$ cat config.mk
export PLATFORM = sky130hd
export DESIGN_NAME = pwm_ramp_ctrl_flat
export DESIGN_NICKNAME = d
export VERILOG_FILES = /design/src/rtl/pwm_ramp_ctrl_if.sv /design/src/rtl/pwm_ramp_ctrl.sv /design/src/flat_wrapper.sv
export SDC_FILE = /design/constraint.sdc
export NUM_CORES = 1
export LEC_CHECK = 0
export ABC_AREA = 1
export ABC_CLOCK_PERIOD_IN_PS = 4300
export CAP_MARGIN = 20
export CELL_PAD_IN_SITES_DETAIL_PLACEMENT = 0
export CELL_PAD_IN_SITES_GLOBAL_PLACEMENT = 1
export CORE_ASPECT_RATIO = 1.25
export CORE_MARGIN = 3
export CORE_UTILIZATION = 39
export CTS_CLUSTER_DIAMETER = 80
export DETAILED_ROUTE_END_ITERATION = 6
export PLACE_DENSITY = 0.84
export SYNTH_ARGS = -nofsm -noshare
export SYNTH_HDL_FRONTEND = slang
export SYNTH_SLANG_ARGS = --single-unit
$ cat constraint.sdc
create_clock -name clk -period 4.3 [get_ports clk]
set_input_delay 1.29 -clock clk [delete_from_list [all_inputs] [get_ports clk]]
set_output_delay 1.29 -clock clk [all_outputs]
set_load 0.01 [all_outputs]
$ cat src/rtl/pwm_ramp_ctrl_if.sv
// Command channel into pwm_ramp_ctrl: valid/ready handshake carrying the
// target duty, PWM range, ramp step and enable request.
interface pwm_ramp_ctrl_if #(
    parameter int WIDTH  = 8,
    parameter int STEP_W = 4
);
    logic              cmd_valid;
    logic              cmd_ready;
    logic [WIDTH-1:0]  cmd_target;
    logic [WIDTH-1:0]  cmd_range;
    logic [STEP_W-1:0] cmd_step;
    logic              cmd_enable;

    modport master (
        output cmd_valid,
        output cmd_target,
        output cmd_range,
        output cmd_step,
        output cmd_enable,
        input  cmd_ready
    );

    modport slave (
        input  cmd_valid,
        input  cmd_target,
        input  cmd_range,
        input  cmd_step,
        input  cmd_enable,
        output cmd_ready
    );
endinterface

$ cat src/rtl/pwm_ramp_ctrl.sv
// Ramp sequencer for the PWM unit: walks pwm_value toward a commanded duty
// one step per PWM period so duty and range only change on period edges.
// Ports: clk, reset (sync, active-high), cmd (slave command channel),
// pwm_period (end-of-period pulse), pwm_value/pwm_range/pwm_en (to PWM unit),
// busy (ramp in progress), done (one-cycle completion pulse).
module pwm_ramp_ctrl #(
    parameter int WIDTH  = 8,
    parameter int STEP_W = 4
) (
    input  logic             clk,
    input  logic             reset,
    pwm_ramp_ctrl_if.slave   cmd,
    input  logic             pwm_period,
    output logic [WIDTH-1:0] pwm_value,
    output logic [WIDTH-1:0] pwm_range,
    output logic             pwm_en,
    output logic             busy,
    output logic             done
);

    typedef enum logic {
        IDLE,
        RAMP
    } state_t;

    state_t state;

    // Command fields captured at acceptance; the range is held back until
    // the first period edge so a running PWM never sees a mid-period change.
    logic [WIDTH-1:0]  sh_target;
    logic [WIDTH-1:0]  sh_range;
    logic [STEP_W-1:0] sh_step;
    logic              sh_disable;

    logic              accept;
    logic [WIDTH-1:0]  sat_target;
    logic              up;
    logic [WIDTH:0]    diff;
    logic [WIDTH:0]    step_ext;
    logic [WIDTH-1:0]  step_n;
    logic              arrive;

    assign cmd.cmd_ready = (state == IDLE) & ~reset;
    assign accept        = cmd.cmd_valid & cmd.cmd_ready;
    assign busy          = (state == RAMP);

    // A disable request always ramps to zero; otherwise the duty is
    // clamped so it can never exceed the range it will run under.
    always_comb begin
        sat_target = '0;
        if (cmd.cmd_enable) begin
            if (cmd.cmd_target > cmd.cmd_range)
                sat_target = cmd.cmd_range;
            else
                sat_target = cmd.cmd_target;
        end
    end

    // Distance is computed one bit wider so the subtraction cannot wrap.
    assign up       = sh_target > pwm_value;
    assign diff     = up ? ({1'b0, sh_target} - {1'b0, pwm_value})
                         : ({1'b0, pwm_value} - {1'b0, sh_target});
    assign step_ext = (WIDTH+1)'(sh_step);
    assign step_n   = WIDTH'(sh_step);
    assign arrive   = (sh_step == '0) | (diff <= step_ext);

    always_ff @(posedge clk) begin
        if (reset) begin
            state      <= IDLE;
            pwm_value  <= '0;
            pwm_range  <= '1;
            pwm_en     <= 1'b0;
            done       <= 1'b0;
            sh_target  <= '0;
            sh_range   <= '0;
            sh_step    <= '0;
            sh_disable <= 1'b0;
        end else begin
            done <= 1'b0;
            unique case (state)
                IDLE: begin
                    if (accept) begin
                        sh_target  <= sat_target;
                        sh_range   <= cmd.cmd_range;
                        sh_step    <= cmd.cmd_step;
                        sh_disable <= ~cmd.cmd_enable;
                        if (!pwm_en && !cmd.cmd_enable) begin
                            // Already off: nothing to ramp.
                            done <= 1'b1;
                        end else begin
                            state <= RAMP;
                            if (!pwm_en) begin
                                // Start from zero duty; no running
                                // period to protect, so range goes now.
                                pwm_range <= cmd.cmd_range;
                                pwm_value <= '0;
                                pwm_en    <= 1'b1;
                            end
                        end
                    end
                end
                RAMP: begin
                    if (pwm_period) begin
                        pwm_range <= sh_range;
                        if (arrive) begin
                            pwm_value <= sh_target;
                            done      <= 1'b1;
                            state     <= IDLE;
                            if (sh_disable)
                                pwm_en <= 1'b0;
                        end else if (up) begin
                            pwm_value <= pwm_value + step_n;
                        end else begin
                            pwm_value <= pwm_value - step_n;
                        end
                    end
                end
            endcase
        end
    end

    a_done_not_busy: assert property (
        @(posedge clk) disable iff (reset) !(done && busy)
    );

    a_value_in_range: assert property (
        @(posedge clk) disable iff (reset) done |-> (pwm_value <= pwm_range)
    );

endmodule

$ cat src/flat_wrapper.sv
// flat-port wrapper written by rule: the top's interface ports become plain ports
module pwm_ramp_ctrl_flat 
#(
    parameter int WIDTH  = 8,
    parameter int STEP_W = 4
)
  (clk, reset, pwm_period, pwm_value, pwm_range, pwm_en, busy, done, cmd_cmd_valid, cmd_cmd_target, cmd_cmd_range, cmd_cmd_step, cmd_cmd_enable, cmd_cmd_ready);
  pwm_ramp_ctrl_if #(.WIDTH(WIDTH), .STEP_W(STEP_W)) cmd_i ();
  input  logic clk;
  input  logic reset;
  input  logic pwm_period;
  output logic [WIDTH-1:0] pwm_value;
  output logic [WIDTH-1:0] pwm_range;
  output logic pwm_en;
  output logic busy;
  output logic done;
  input wire logic [$bits(cmd_i.cmd_valid)-1:0] cmd_cmd_valid;
  input wire logic [$bits(cmd_i.cmd_target)-1:0] cmd_cmd_target;
  input wire logic [$bits(cmd_i.cmd_range)-1:0] cmd_cmd_range;
  input wire logic [$bits(cmd_i.cmd_step)-1:0] cmd_cmd_step;
  input wire logic [$bits(cmd_i.cmd_enable)-1:0] cmd_cmd_enable;
  output wire logic [$bits(cmd_i.cmd_ready)-1:0] cmd_cmd_ready;
  assign cmd_i.cmd_valid = cmd_cmd_valid;
  assign cmd_i.cmd_target = cmd_cmd_target;
  assign cmd_i.cmd_range = cmd_cmd_range;
  assign cmd_i.cmd_step = cmd_cmd_step;
  assign cmd_i.cmd_enable = cmd_cmd_enable;
  assign cmd_cmd_ready = cmd_i.cmd_ready;
  pwm_ramp_ctrl #(.WIDTH(WIDTH), .STEP_W(STEP_W)) u_core (.clk(clk), .reset(reset), .cmd(cmd_i), .pwm_period(pwm_period), .pwm_value(pwm_value), .pwm_range(pwm_range), .pwm_en(pwm_en), .busy(busy), .done(done));
endmodule
# Word-level counts from Yosys, hierarchy flattened

Cells that the tools add are included.

Word-level logic and storage cells: 66
Flip-flop bits (word level): 40
Output and inout bits: 20
Input port bits: 25

Muxes and demuxes: 31
Equal/unequal tests: 6
Order comparisons: 3
Reduce and logical (&&, ||, !) cells: 7
Bitwise logic cells: 6
Add/subtract/negate cells: 4

Operators by type and width:

| kind                 | number |
|---|---|
| $mux W8              | 12 |
| $pmux W8 S2          | 2 |
| $sub A8 B8 Y9        | 2 |
| $gt A8 B8 Y1         | 2 |
| $mux W1              | 13 |
| $ne A2 B2 Y1 const B | 5 |
| $le A9 B4 Y1         | 1 |
| $mux W9              | 1 |
| $add A8 B4 Y8        | 1 |
| $sub A8 B4 Y8        | 1 |
| $pmux W1 S2          | 3 |
| $reduce_and A5 Y1    | 1 |
| $logic_not A4 Y1     | 1 |
| $reduce_and A4 Y1    | 1 |
| $not A1 Y1           | 3 |
| $and A1 B1 Y1        | 2 |
| $logic_not A1 Y1     | 2 |
| $ne A2 B1 Y1 const B | 1 |
| $reduce_and A2 Y1    | 1 |
| $logic_and A1 B1 Y1  | 1 |
| $or A1 B1 Y1         | 1 |

# Longest topological paths before layout

Depth in word-level cells: 7
Mapped depth: 25
Mapped depth without buffers: 24

# Worst setup path before layout

No wires, ideal clock.

Kind: register -> register
Start: register u_core.pwm_value[7]
End: register u_core.pwm_value[5]
Setup time: 0.070 ns
Required time: 4.230 ns
Clock period less this slack: 3.221 ns
Path slack: 1.079 ns
Buffers on the path: 2
Cell stages (with the launch flop): 23
Arrival: 3.151 ns
Cell sequence: dfxtp_1 > inv_1 > ha_1 > buf_2 > nand2_2 > nor2_4 > nand3_1 > nand3_2 > nand2_4 > buf_2 > o21ai_0 > xor2_1 > inv_1 > ha_1 > a21oi_1 > o21ai_0 > o21ai_0 > nand2_1 > nor2_1 > nand3_2 > nand3_1 > nand3_1 > a21oi_1

Word-level cells in the longest chain between the ends: 7
Elaborated cells on any way between the ends: 10
Those cells by class: add/sub: 2; order compare: 2; mux: 5; bitwise: 1

Ends and longest elaborated chain:

| element                               | line                 | RTL |
|---|---|---|
| start: declaration                    | pwm_ramp_ctrl.sv:14  | `output logic [WIDTH-1:0] pwm_value,` |
| start signal: assignment              | pwm_ramp_ctrl.sv:106 | `pwm_value <= sh_target;` |
| start signal: assignment              | pwm_ramp_ctrl.sv:112 | `pwm_value <= pwm_value + step_n;` |
| start signal: assignment              | pwm_ramp_ctrl.sv:114 | `pwm_value <= pwm_value - step_n;` |
| $sub A8 B8 Y9 (tied with other cells) | pwm_ramp_ctrl.sv:62  | `: ({1'b0, pwm_value} - {1'b0, sh_target});` |
| $mux W9                               | pwm_ramp_ctrl.sv:61  | `assign diff = up ? ({1'b0, sh_target} - {1'b0, pwm_value})` |
| $le A9 B4 Y1                          | pwm_ramp_ctrl.sv:65  | `assign arrive = (sh_step == '0) \| (diff <= step_ext);` |
| $or A1 B1 Y1                          | pwm_ramp_ctrl.sv:65  |  |
| $mux W8 *                             | pwm_ramp_ctrl.sv:105 | `if (arrive) begin` |
| $mux W8 *                             | pwm_ramp_ctrl.sv:103 | `if (pwm_period) begin` |
| $pmux W8 S2 *                         | pwm_ramp_ctrl.sv:80  | `unique case (state)` |

Mark *: on every way between the ends. The rest lies on a longest branch, timed or not. The select of a mux whose other input is x is not followed.
A chain may end at the register's enable or synchronous reset.

# Worst setup path after layout

Start: register u_core.pwm_value[7]
End: register u_core.pwm_value[3]

The elaborated chain is that of the path after synthesis.

==> out/qor.csv <==
metric,value,unit
status,"complete, no violations",
yosysSeqAreaShare,23.7,%
ys_seq_elements,40,
antenna_cells,0,
port-buffer-count,44,
cp_slowest_cell,ha_1,
die_width,89.3,um
drv_slew,0,
num_vias,3474,
grt_pass1_wl,15900,um
p_leak,1.93,nW
synth_common_cells,"154 x nand2_1, 74 x inv_1, 65 x nand3_1",
rsz0062_at_grt,false,
cts_root_buffer,clkbuf_8,
irDropWorstVdd,0.208,mV
fill_cells,886,
hold_violations,0,
synth_cell_types,30,
layout.cells.non_filler,667,
combPwrFrac,66.5,%
overflow,0,
tightest_slew,703,ps
clock_power_share,13.8,%
h-tree-depth,2,
io-pin-count,45,
dieArea,9830,um2
grt_max_degree,36,
synth_area,3380,um2
yosysTopAreaCell,dfxtp_1,
synthArstFlopShare,0,%
finalSetupViolations,0,
drc,0,
required,4540,ps
cts_resized,0,
cts.path.max_buffers,2,
tritoncts,built,
start_util,40.6,%
cts_setup_buffers,0,
period_share,87.6,%
critPathKind,flop to flop,
dp_cells,659,
finalSetupTns,0,ps
layout-drive-gt1-share,4.56,%
fin_util,48.1,%
avgSynthCellArea,6.37,um2
antenna_found_initial,0,
path_clk_slew,90,ps
wire_per_inst,14.0,um
slew_headroom,53.1,%
synth_cells,531,
rows,37,
grt_pass1_vias,3379,
clk_latency,300,ps
cell_internal_pwr,1.16,mW
final_antenna_net_count,0,
synth_most_common_cell,nand2_1,
die_height,110,um
fin_worst_skew,13.3,ps
max_freq,265,MHz
p_seq_share,19.7,%
critical_path.max_stage_delay,490,ps
routabilityCongestion,0.904,
switchingPower,1.15,mW
synth_top_area_share,23.7,%
routed_wl,9320,um
viasPerCell,5.21,
cp_max_fo,17,
dr.pass1.iters,4,
coreArea,8330,um2
synth_nets,596,
synth_edf_count,0,
cts_num_sinks,40,
drt_iter0_markers,152,
ys.warnings.count,0,
synth_area_leaders,"dfxtp_1 24%, nand2_1 17%, ha_1 14%",
syn_to_final_growth,18.5,%
dpl.hpwl,7490,um
grt_usage,20.5,%
cts.hold.buffers_added,0,
crit_path_start_kind,flop,
cap_viol_max_count,0,
endpoint_kind,flop,
crit_chain,"inv_1, ha_1, nand2_2, nor2_4, nand3_1, nand3_2, nand2_4, o21ai_0, xor2_1, inv_1, ha_1, a21oi_1, o21ai_0, o21ai_0, nand2_1, nor2_1, nand3_2, nand3_1, nand3_1, a21oi_1",
cp.arrival,4010,ps
powerDensity,578,nW/um2
period_minus_slack,3770,ps
synth_ff_type,dfxtp_1,
cts_buffers,5,
netSwitchingFraction,49.7,%
layout.nets,634,
hp-class,flop to flop,
## path summary, 6_finish.rpt
| path | depth (start not counted) | startpoint | end | slack [ps] |
|---|---|---|---|---|
| worst max-delay path | 20 | u_core.pwm_value[7] | u_core.pwm_value[3] | 530 |
| worst min-delay path | 2 | u_core.pwm_range[0] | u_core.pwm_range[0] | 490 |
| worst max register to register | 20 | u_core.pwm_value[7] | u_core.pwm_value[3] | 530 |
| worst min register to register | 2 | u_core.pwm_range[0] | u_core.pwm_range[0] | 490 |
## sequential cells by signal (all words and copies together) (netlist names)
register,flops
u_core.pwm_value,8
u_core.done,1
u_core.busy,1
u_core.sh_target,8
u_core.sh_step,4
u_core.sh_range,8
u_core.pwm_range,8
u_core.sh_disable,1
u_core.pwm_en,1
## placed cells by master, fill, tap and decap left out, drive strengths merged, types with 13 or more instances in the layout
master	instances
dfxtp	40
ha	37
o211ai	13
nand3	68
inv	79
clkdlybuf4s50	44
nand2	158
a21oi	45
nor2	21
o21ai	32
## per-stage QoR
step | hold WS (ps) | setup WS, ps | power [mW] | instance area, um2
2_1_floorplan | 453 | 1080 | 1.63 | 3380
3_3_place_gp | 459 | 618 | 1.96 | 3890
3_5_place_dp | 462 | 615 | 1.99 | 3890
4_1_cts | 491 | 609 | 2.31 | 4010
5_1_grt | 526 | 160 | 2.58 | 4010
6_report | 487 | 531 | 2.31 | 4010
## layout make-up
cell class | instances | area, um2 | area share, %
Tap cell | 97 | 121 | 3.03
Clock buffer | 5 | 68.8 | 1.72
Clock inverter | 3 | 46.3 | 1.16
Inverter | 79 | 297 | 7.40
Multi-Input combinational cell | 396 | 2210 | 55.2
Sequential cell | 40 | 801 | 20.0
Timing Repair Buffer | 47 | 463 | 11.6
## power groups by stage
| stage | sequential, mW | combinational (mW) | clock [mW] |
|---|---|---|---|
| final | 0.457 | 1.54 | 0.319 |
| after global routing | 0.463 | 1.78 | 0.337 |
| after CTS | 0.457 | 1.53 | 0.326 |
| after detailed placement | 0.465 | 1.52 | 0 |
| after global placement | 0.464 | 1.50 | 0 |
| after floorplan | 0.458 | 1.17 | 0 |
## cells by family (layout without fill, tap and decap cells)
| group | after synthesis | count (layout) | share of synthesized area (%) |
|---|---|---|---|
| xor gates and xnor gates | 8 | 8 | 2.07 |
| and+or+nand+nor | 256 | 256 | 33.0 |
| buffers and inverters | 95 | 134 | 10.9 |
| adders and majority gates | 40 | 40 | 15.5 |
| DFF | 40 | 40 | 23.7 |
| AOI/OAI and AO/OA | 92 | 92 | 14.9 |
## critical path, delay by kind of cell (launching register included)
family                   cells  cell delay [ps]
AO/OA/AOI/OAI                5              740
flip-flops                   1              430
buffers and inverters        2              180
AND/OR/NAND/NOR             10             1390
adder cells (fa/ha/maj)      2              770
XOR/XNOR                     1              200
## metal layers
layer  track usage, %  wire, um
met4             6.38       217
met2             36.4      4710
met5                0         0
met3             2.38       266
met1             25.6      4120
No activity file was read; power rests on OpenSTA's default activity.
